## config.mk

```make
export PLATFORM = sky130hd
export DESIGN_NAME = store_commit_buffer
export DESIGN_NICKNAME = d
export VERILOG_FILES = /design/src/rtl/store_commit_buffer_pkg.sv /design/src/rtl/sb_fwd_select.sv /design/src/rtl/store_commit_buffer.sv
export SDC_FILE = /design/constraint.sdc
export NUM_CORES = 2
export LEC_CHECK = 0
export CAP_MARGIN = 20
export CORE_ASPECT_RATIO = 0.8
export CORE_MARGIN = 2
export CORE_UTILIZATION = 35
export CTS_CLUSTER_DIAMETER = 80
export CTS_CLUSTER_SIZE = 40
export DETAILED_ROUTE_END_ITERATION = 12
export PLACE_DENSITY = 0.51
export SYNTH_ARGS = -nofsm -noshare
export SYNTH_HDL_FRONTEND = slang
export SYNTH_SLANG_ARGS = --single-unit
export TNS_END_PERCENT = 30
```

## constraint.sdc

```tcl
create_clock -name clk -period 26.7 [get_ports clk]
set_clock_uncertainty 0.05 [all_clocks]
set_input_delay 4.005 -clock clk [delete_from_list [all_inputs] [get_ports clk]]
set_output_delay 4.005 -clock clk [all_outputs]
set_load 0.02 [all_outputs]
```

## src/rtl/store_commit_buffer_pkg.sv

```systemverilog
// Shared types for the post-LSQ store commit buffer: entry layout, drain FSM states, sizing.
package store_commit_buffer_pkg;

  localparam int ROB_ID_SIZE = 6;
  localparam int SB_DEPTH    = 8;

  typedef enum bit {drain_idle, drain_wait} sb_drain_state_t;

  typedef struct packed {
    logic [ROB_ID_SIZE-1:0] rob_id;
    logic [31:0]            addr;
    logic [3:0]             wmask;
    logic [31:0]            wdata;
  } sb_entry_t;

endpackage

```

## src/rtl/sb_fwd_select.sv

```systemverilog
// One byte lane of store-to-load forwarding: scans live entries oldest to youngest so the
// youngest matching store that writes this lane wins.
module sb_fwd_select
  import store_commit_buffer_pkg::*;
#(
  parameter  int DEPTH = SB_DEPTH,
  localparam int PTR_W = $clog2(DEPTH) + 1
) (
  input  sb_entry_t        entries [DEPTH],
  input  logic [PTR_W-1:0] head,
  input  logic [PTR_W-1:0] tail,
  input  logic [1:0]       lane,
  input  logic [31:0]      ld_addr,
  output logic             found,
  output logic [7:0]       fwd_byte
);

  localparam int IDX_W = PTR_W - 1;

  logic [PTR_W-1:0] live;
  logic [PTR_W-1:0] ptr;

  // NOTE: every output and temporary gets a default before the loop; a path that leaves
  // one unassigned would infer a latch.
  always_comb begin
    found    = 1'b0;
    fwd_byte = '0;
    ptr      = head;
    live     = tail - head;
    for (int k = 0; k < DEPTH; k++) begin
      ptr = head + PTR_W'(k);
      if ((PTR_W'(k) < live) &&
          (entries[ptr[IDX_W-1:0]].addr == ld_addr) &&
          entries[ptr[IDX_W-1:0]].wmask[lane]) begin
        found    = 1'b1;
        fwd_byte = entries[ptr[IDX_W-1:0]].wdata[{lane, 3'b000} +: 8];
      end
    end
  end

endmodule

```

## src/rtl/store_commit_buffer.sv

```systemverilog
// Post-LSQ store buffer: holds resolved stores in program order, commits them on ROB retire,
// drains committed stores to the dcache one at a time, and forwards bytes to younger loads.
module store_commit_buffer
  import store_commit_buffer_pkg::*;
#(
  parameter  int DEPTH = SB_DEPTH,
  parameter  int ID_W  = ROB_ID_SIZE,
  localparam int PTR_W = $clog2(DEPTH) + 1
) (
  input  logic             clk,
  input  logic             rst,
  input  logic             enq_valid,
  output logic             enq_ready,
  input  logic [ID_W-1:0]  enq_rob_id,
  input  logic [31:0]      enq_addr,
  input  logic [3:0]       enq_wmask,
  input  logic [31:0]      enq_wdata,
  input  logic             commit_valid,
  input  logic [ID_W-1:0]  commit_rob_id,
  input  logic             flush,
  input  logic             ld_valid,
  input  logic [31:0]      ld_addr,
  input  logic [3:0]       ld_rmask,
  output logic             fwd_hit,
  output logic             fwd_conflict,
  output logic [31:0]      fwd_data,
  output logic [31:0]      dmem_addr,
  output logic [3:0]       dmem_wmask,
  output logic [31:0]      dmem_wdata,
  input  logic             dmem_resp,
  output logic             sb_empty,
  output logic [PTR_W-1:0] sb_count
);

  localparam int IDX_W = PTR_W - 1;

  sb_entry_t        entries [DEPTH];
  logic [PTR_W-1:0] head, cmt, tail;
  logic [PTR_W-1:0] cmt_next, tail_next, head_next;
  logic             enq_fire, commit_fire, head_inc;

  sb_drain_state_t  state, state_next;
  logic [31:0]      dmem_addr_next, dmem_wdata_next;
  logic [3:0]       dmem_wmask_next;

  logic [3:0]       lane_found;
  logic [7:0]       lane_byte [4];
  logic [3:0]       need, got;

  assign sb_count    = tail - head;
  assign sb_empty    = (head == tail);
  assign enq_ready   = (sb_count != PTR_W'(DEPTH));
  assign enq_fire    = enq_valid && enq_ready && !flush;
  assign commit_fire = commit_valid && (cmt != tail);

  // Flush rewinds tail onto the commit point after this cycle's commit has been applied.
  always_comb begin
    cmt_next  = commit_fire ? cmt + 1'b1 : cmt;
    head_next = head_inc ? head + 1'b1 : head;
    if (flush)         tail_next = cmt_next;
    else if (enq_fire) tail_next = tail + 1'b1;
    else               tail_next = tail;
  end

  // NOTE: the entry array has no reset; validity lives entirely in the pointers, so stale
  // contents are never observed and the storage can map onto plain RAM.
  always_ff @(posedge clk) begin
    if (enq_fire)
      entries[tail[IDX_W-1:0]] <= '{rob_id: ROB_ID_SIZE'(enq_rob_id), addr: enq_addr,
                                    wmask: enq_wmask, wdata: enq_wdata};
  end

  // Drain starts as soon as the head entry is committed, including a commit landing this cycle.
  always_comb begin
    state_next      = state;
    dmem_addr_next  = dmem_addr;
    dmem_wmask_next = dmem_wmask;
    dmem_wdata_next = dmem_wdata;
    head_inc        = 1'b0;
    unique case (state)
      drain_idle: begin
        if (head != cmt_next) begin
          dmem_addr_next  = entries[head[IDX_W-1:0]].addr;
          dmem_wmask_next = entries[head[IDX_W-1:0]].wmask;
          dmem_wdata_next = entries[head[IDX_W-1:0]].wdata;
          state_next      = drain_wait;
        end
      end
      drain_wait: begin
        if (dmem_resp) begin
          head_inc        = 1'b1;
          dmem_wmask_next = '0;
          state_next      = drain_idle;
        end
      end
    endcase
  end

  // NOTE: sequential state uses non-blocking assignments so every flop samples pre-edge values
  // independent of statement order.
  always_ff @(posedge clk or posedge rst) begin
    if (rst) begin
      state      <= drain_idle;
      head       <= '0;
      cmt        <= '0;
      tail       <= '0;
      dmem_addr  <= '0;
      dmem_wmask <= '0;
      dmem_wdata <= '0;
    end else begin
      state      <= state_next;
      head       <= head_next;
      cmt        <= cmt_next;
      tail       <= tail_next;
      dmem_addr  <= dmem_addr_next;
      dmem_wmask <= dmem_wmask_next;
      dmem_wdata <= dmem_wdata_next;
    end
  end

  for (genvar b = 0; b < 4; b++) begin : g_lane
    sb_fwd_select #(.DEPTH(DEPTH)) u_fwd_select (
      .entries  (entries),
      .head     (head),
      .tail     (tail),
      .lane     (2'(b)),
      .ld_addr  (ld_addr),
      .found    (lane_found[b]),
      .fwd_byte (lane_byte[b])
    );
  end

  always_comb begin
    need         = ld_valid ? ld_rmask : 4'b0000;
    got          = lane_found & need;
    fwd_hit      = (need != 4'b0000) && (got == need);
    fwd_conflict = (got != 4'b0000) && (got != need);
    fwd_data     = '0;
    for (int b = 0; b < 4; b++)
      if (got[b]) fwd_data[8*b +: 8] = lane_byte[b];
  end

  a_commit_has_entry : assert property (@(posedge clk) disable iff (rst)
    commit_valid |-> (cmt != tail))
    else $error("commit with no uncommitted store");

  a_commit_rob_id : assert property (@(posedge clk) disable iff (rst)
    commit_fire |-> (entries[cmt[IDX_W-1:0]].rob_id == ROB_ID_SIZE'(commit_rob_id)))
    else $error("commit_rob_id does not match oldest uncommitted store");

endmodule

```

==> results.cfg <==
[outcome]
outcome = complete, no violations

[worst_setup_path]
timing.rr.end = entries[42]$_DFFE_PP_
crit_path_max_fanout = 18
cp-startpoint = ld_addr[26]
crit_type = primary input to primary output
reg2regPathDepth = 13
cp-end-kind = primary output
critical_path.startpoint_type = primary input
crit_required_ns = 22.65
worst-r2r-setup-slack_ns = 18.82
r2r-start = head[2]$_DFFE_PP0P_
cp-endpoint = fwd_data[30]
critPathArrivalTime_ns = 11.22

[synthesis]
synth-main-ff-cell = edfxtp_1
synth_compound_area_frac = 0.0784
async_flop_share = 0.130
ys_seq_elements = 625
yosys.area_share.simple = 0.0955
synth_edf_count = 544
syn_avg_cell_area_um2 = 12.8
netlist_area_mm2 = 0.0498
seq_area_frac_synth = 0.369
synth_nets = 4029
synth_top_family_by_area = multiplexers
synth_xor_area_frac = 0.0455
synth_cell_types = 97
synthMuxAreaShare = 0.367
synthCells = 3897
synthAdderAreaFrac = 0.00241
synth_warnings = 0

[placement]
placed_cell_area_mm2 = 0.0532
pre_cts_ws_ns = 11.65
io_buffers = 218
gp_congestion = 1.04
hpwl_um = 134000

[clock_tree]
clk_root_buffer_cell = clkbuf_16
clk_pin_slew_ns = 0.10
h-tree-depth = 2
clk_latency_ns = 0.66
clock_path_buffers = 3
ctsResizeCount = 0
ctsHoldBuffers = 0
cts_buffers = 41
clkSinkCount = 625
post-cts-setup-buffers = 0
cts_tree = done

[die]
rows = 123
num_io_pins = 231
die_h_um = 341
initial_core_util = 0.353
coreArea_mm2 = 0.141
die-area_mm2 = 0.145
die_w_um = 426

[finish]
fin_area_mm2 = 0.0548
layout.nets = 4035
n_fill_cell = 13300
area_growth_pct = 9.99
drive_above_1_share = 0.220

[drt]
drtIter0Drc = 5018
num_vias = 37700
finalWirelength_um = 192000
avgRoutedWirePerCell_um = 33.0
dr.pass1.iters = 6
route.detailed.drc = 0
ant_nets = 0
via_per_inst = 6.47

[grt]
grt-ovfl-total = 0
grt_pass1_vias = 34900
grt_antenna_before_repair = 28
grt_usage = 0.259
grt_pass1_wl_um = 271000
grt_max_degree = 151

[power]
p_comb_frac = 0.729
p_seq_frac = 0.176
ir_drop_v = 0.000231
power.density_mw_per_mm2 = 144
switching_share = 0.507
p_clk_frac = 0.095
internal_power_uw = 3880
cellLeakagePower_uw = 0.0186
p_sw_uw = 3990

[timing]
rsz0062_at_grt = false
relSlewSlack = 0.226
hold_viol_final = 0
tightestPinTransition_ns = 1.16
final.setup.tns_ns = 0
setup_slack_ns = 11.42
max_freq_ghz = 0.0655
fin_crit_sh = 0.572
slew_violations = 0
fin_crit_ns = 15.28
setup_viol = 0

[job]
cap_violations = 0

[worst_hold_path]
hold_class = flop to flop
==> state kept, by name (all words and copies together), names as in the netlist <==
name / cells
entries: 544
dmem_addr: 32
dmem_wdata: 32
cmt: 4
dmem_wmask: 4
head: 4
tail: 4
state: 1
==> synthesized netlist by cell type, drive strengths merged (45+ instances only) <==
library cell,instances,area share
xor2,51,0.0093
nand2,606,0.046
mux4,603,0.27
clkbuf,92,0.0069
edfxtp,544,0.33
buf,247,0.033
nand3,76,0.0077
nand4,45,0.0059
a21oi,70,0.0074
xnor2,205,0.036
dfrtp,81,0.041
a221oi,57,0.010
mux2i,420,0.084
o21ai,95,0.0095
nor2,139,0.011
==> worst min path at each step <==
| stage | from | endpoint | cells after the start |
|---|---|---|---|
| 2_1_floorplan | head[3]$_DFFE_PP0P_ | head[3]$_DFFE_PP0P_ | 1 |
| 3_3_place_gp | dmem_wdata[26]$_DFFE_PP0P_ | dmem_wdata[26]$_DFFE_PP0P_ | 2 |
| 3_5_place_dp | dmem_wdata[2]$_DFFE_PP0P_ | dmem_wdata[2]$_DFFE_PP0P_ | 2 |
| 4_1_cts | dmem_wdata[2]$_DFFE_PP0P_ | dmem_wdata[2]$_DFFE_PP0P_ | 2 |
| 5_1_grt | dmem_wdata[18]$_DFFE_PP0P_ | dmem_wdata[18]$_DFFE_PP0P_ | 2 |
| 6_report | dmem_wdata[26]$_DFFE_PP0P_ | dmem_wdata[26]$_DFFE_PP0P_ | 2 |
==> metrics by stage <==
step	instances	utilization	total power [uW]	hold WS (ns)
after global routing	5820	0.389	8220	0.460
final	5822	0.389	7870	0.436
after floorplan	3897	-	5440	0.486
after global placement	5735	0.377	7020	0.412
after detailed placement	5735	0.377	7030	0.414
after CTS	5811	0.388	7800	0.439
==> cell usage in the layout (no fill, tap or decap), drive strengths merged, types with 13 or more instances in the layout <==
| master | Yosys | final |
|---|---|---|
| xor2 | 51 | 51 |
| o21ai | 95 | 95 |
| o31ai | 17 | 17 |
| nand3 | 76 | 76 |
| a22oi | 38 | 38 |
| mux4 | 603 | 603 |
| nand4 | 45 | 45 |
| buf | 247 | 85 |
| inv | 31 | 49 |
| a221oi | 57 | 57 |
| and2 | 37 | 37 |
| or3 | 13 | 13 |
| mux2i | 420 | 420 |
| a22o | 20 | 20 |
| mux2 | 38 | 38 |
| a2111oi | 28 | 28 |
| nand2 | 606 | 606 |
| nand2b | 19 | 19 |
| a31oi | 31 | 31 |
| clkbuf | 92 | 43 |
| nor3 | 25 | 25 |
| o22ai | 29 | 29 |
| a211oi | 24 | 24 |
| a221o | 33 | 33 |
| nor2 | 139 | 139 |
| a21oi | 70 | 70 |
| nor4 | 35 | 35 |
| clkinv | 7 | 20 |
| nor2b | 14 | 14 |
| clkdlybuf4s50 | 0 | 218 |
| xnor2 | 205 | 205 |
| edfxtp | 544 | 544 |
| and3 | 14 | 14 |
| o211ai | 22 | 22 |
| dfrtp | 81 | 81 |
==> cell families (layout without fill, tap and decap cells) <==
group / Yosys count / in the layout
simple gates: 1045 / 1045
compound gates: 523 / 523
flops: 625 / 625
other cells: 0 / 11
fa+ha+maj: 9 / 9
mux: 1061 / 1061
buf+inv: 378 / 417
xor+xnor: 256 / 256
==> metal layers <==
| metal | up-vias | routed length, um | global-route usage |
|---|---|---|---|
| met3 | 242 | 19200 | 0.0507 |
| met1 | 19600 | 82900 | 0.387 |
| li1 | 15600 | - | - |
| met5 | - | 64 | 0 |
| met4 | 10 | 6060 | 0.0788 |
| met2 | 2169 | 83800 | 0.377 |
==> critical path, cell delays in order <==
cell and delay, ns:
clkdlybuf4s50_1 0.92, clkinv_1 0.57, xnor2_1 0.27, nor4_1 0.54, o22ai_1 0.16, a211o_1 0.32, nor4b_2 0.92, nand4_1 1.06
and3_1 0.72, a21oi_2 0.62, o211ai_1 0.20, nor2_1 0.22, clkdlybuf4s50_1 0.64
==> final cells by class <==
cell class | instances | area [um2] | area share
inverter | 38 | 151 | 0.00276
antenna | 11 | 27.5 | 0.000502
sequential | 625 | 18400 | 0.335
tap | 1875 | 2350 | 0.0428
clock buffer | 43 | 1080 | 0.0196
multi-input combinational | 2894 | 29500 | 0.538
clock inverter | 33 | 469 | 0.00856
timing repair buffer | 303 | 2860 | 0.0522
==> power groups by stage <==
stage / clock (uW) / sequential [uW] / combinational [uW]
6_report: 750 / 1380 / 5740
5_1_grt: 796 / 1400 / 6020
4_1_cts: 767 / 1380 / 5650
3_5_place_dp: 0 / 1400 / 5630
3_3_place_gp: 0 / 1400 / 5620
2_1_floorplan: 0 / 1380 / 4070
Note: power is estimated with default switching activity, not from simulation.
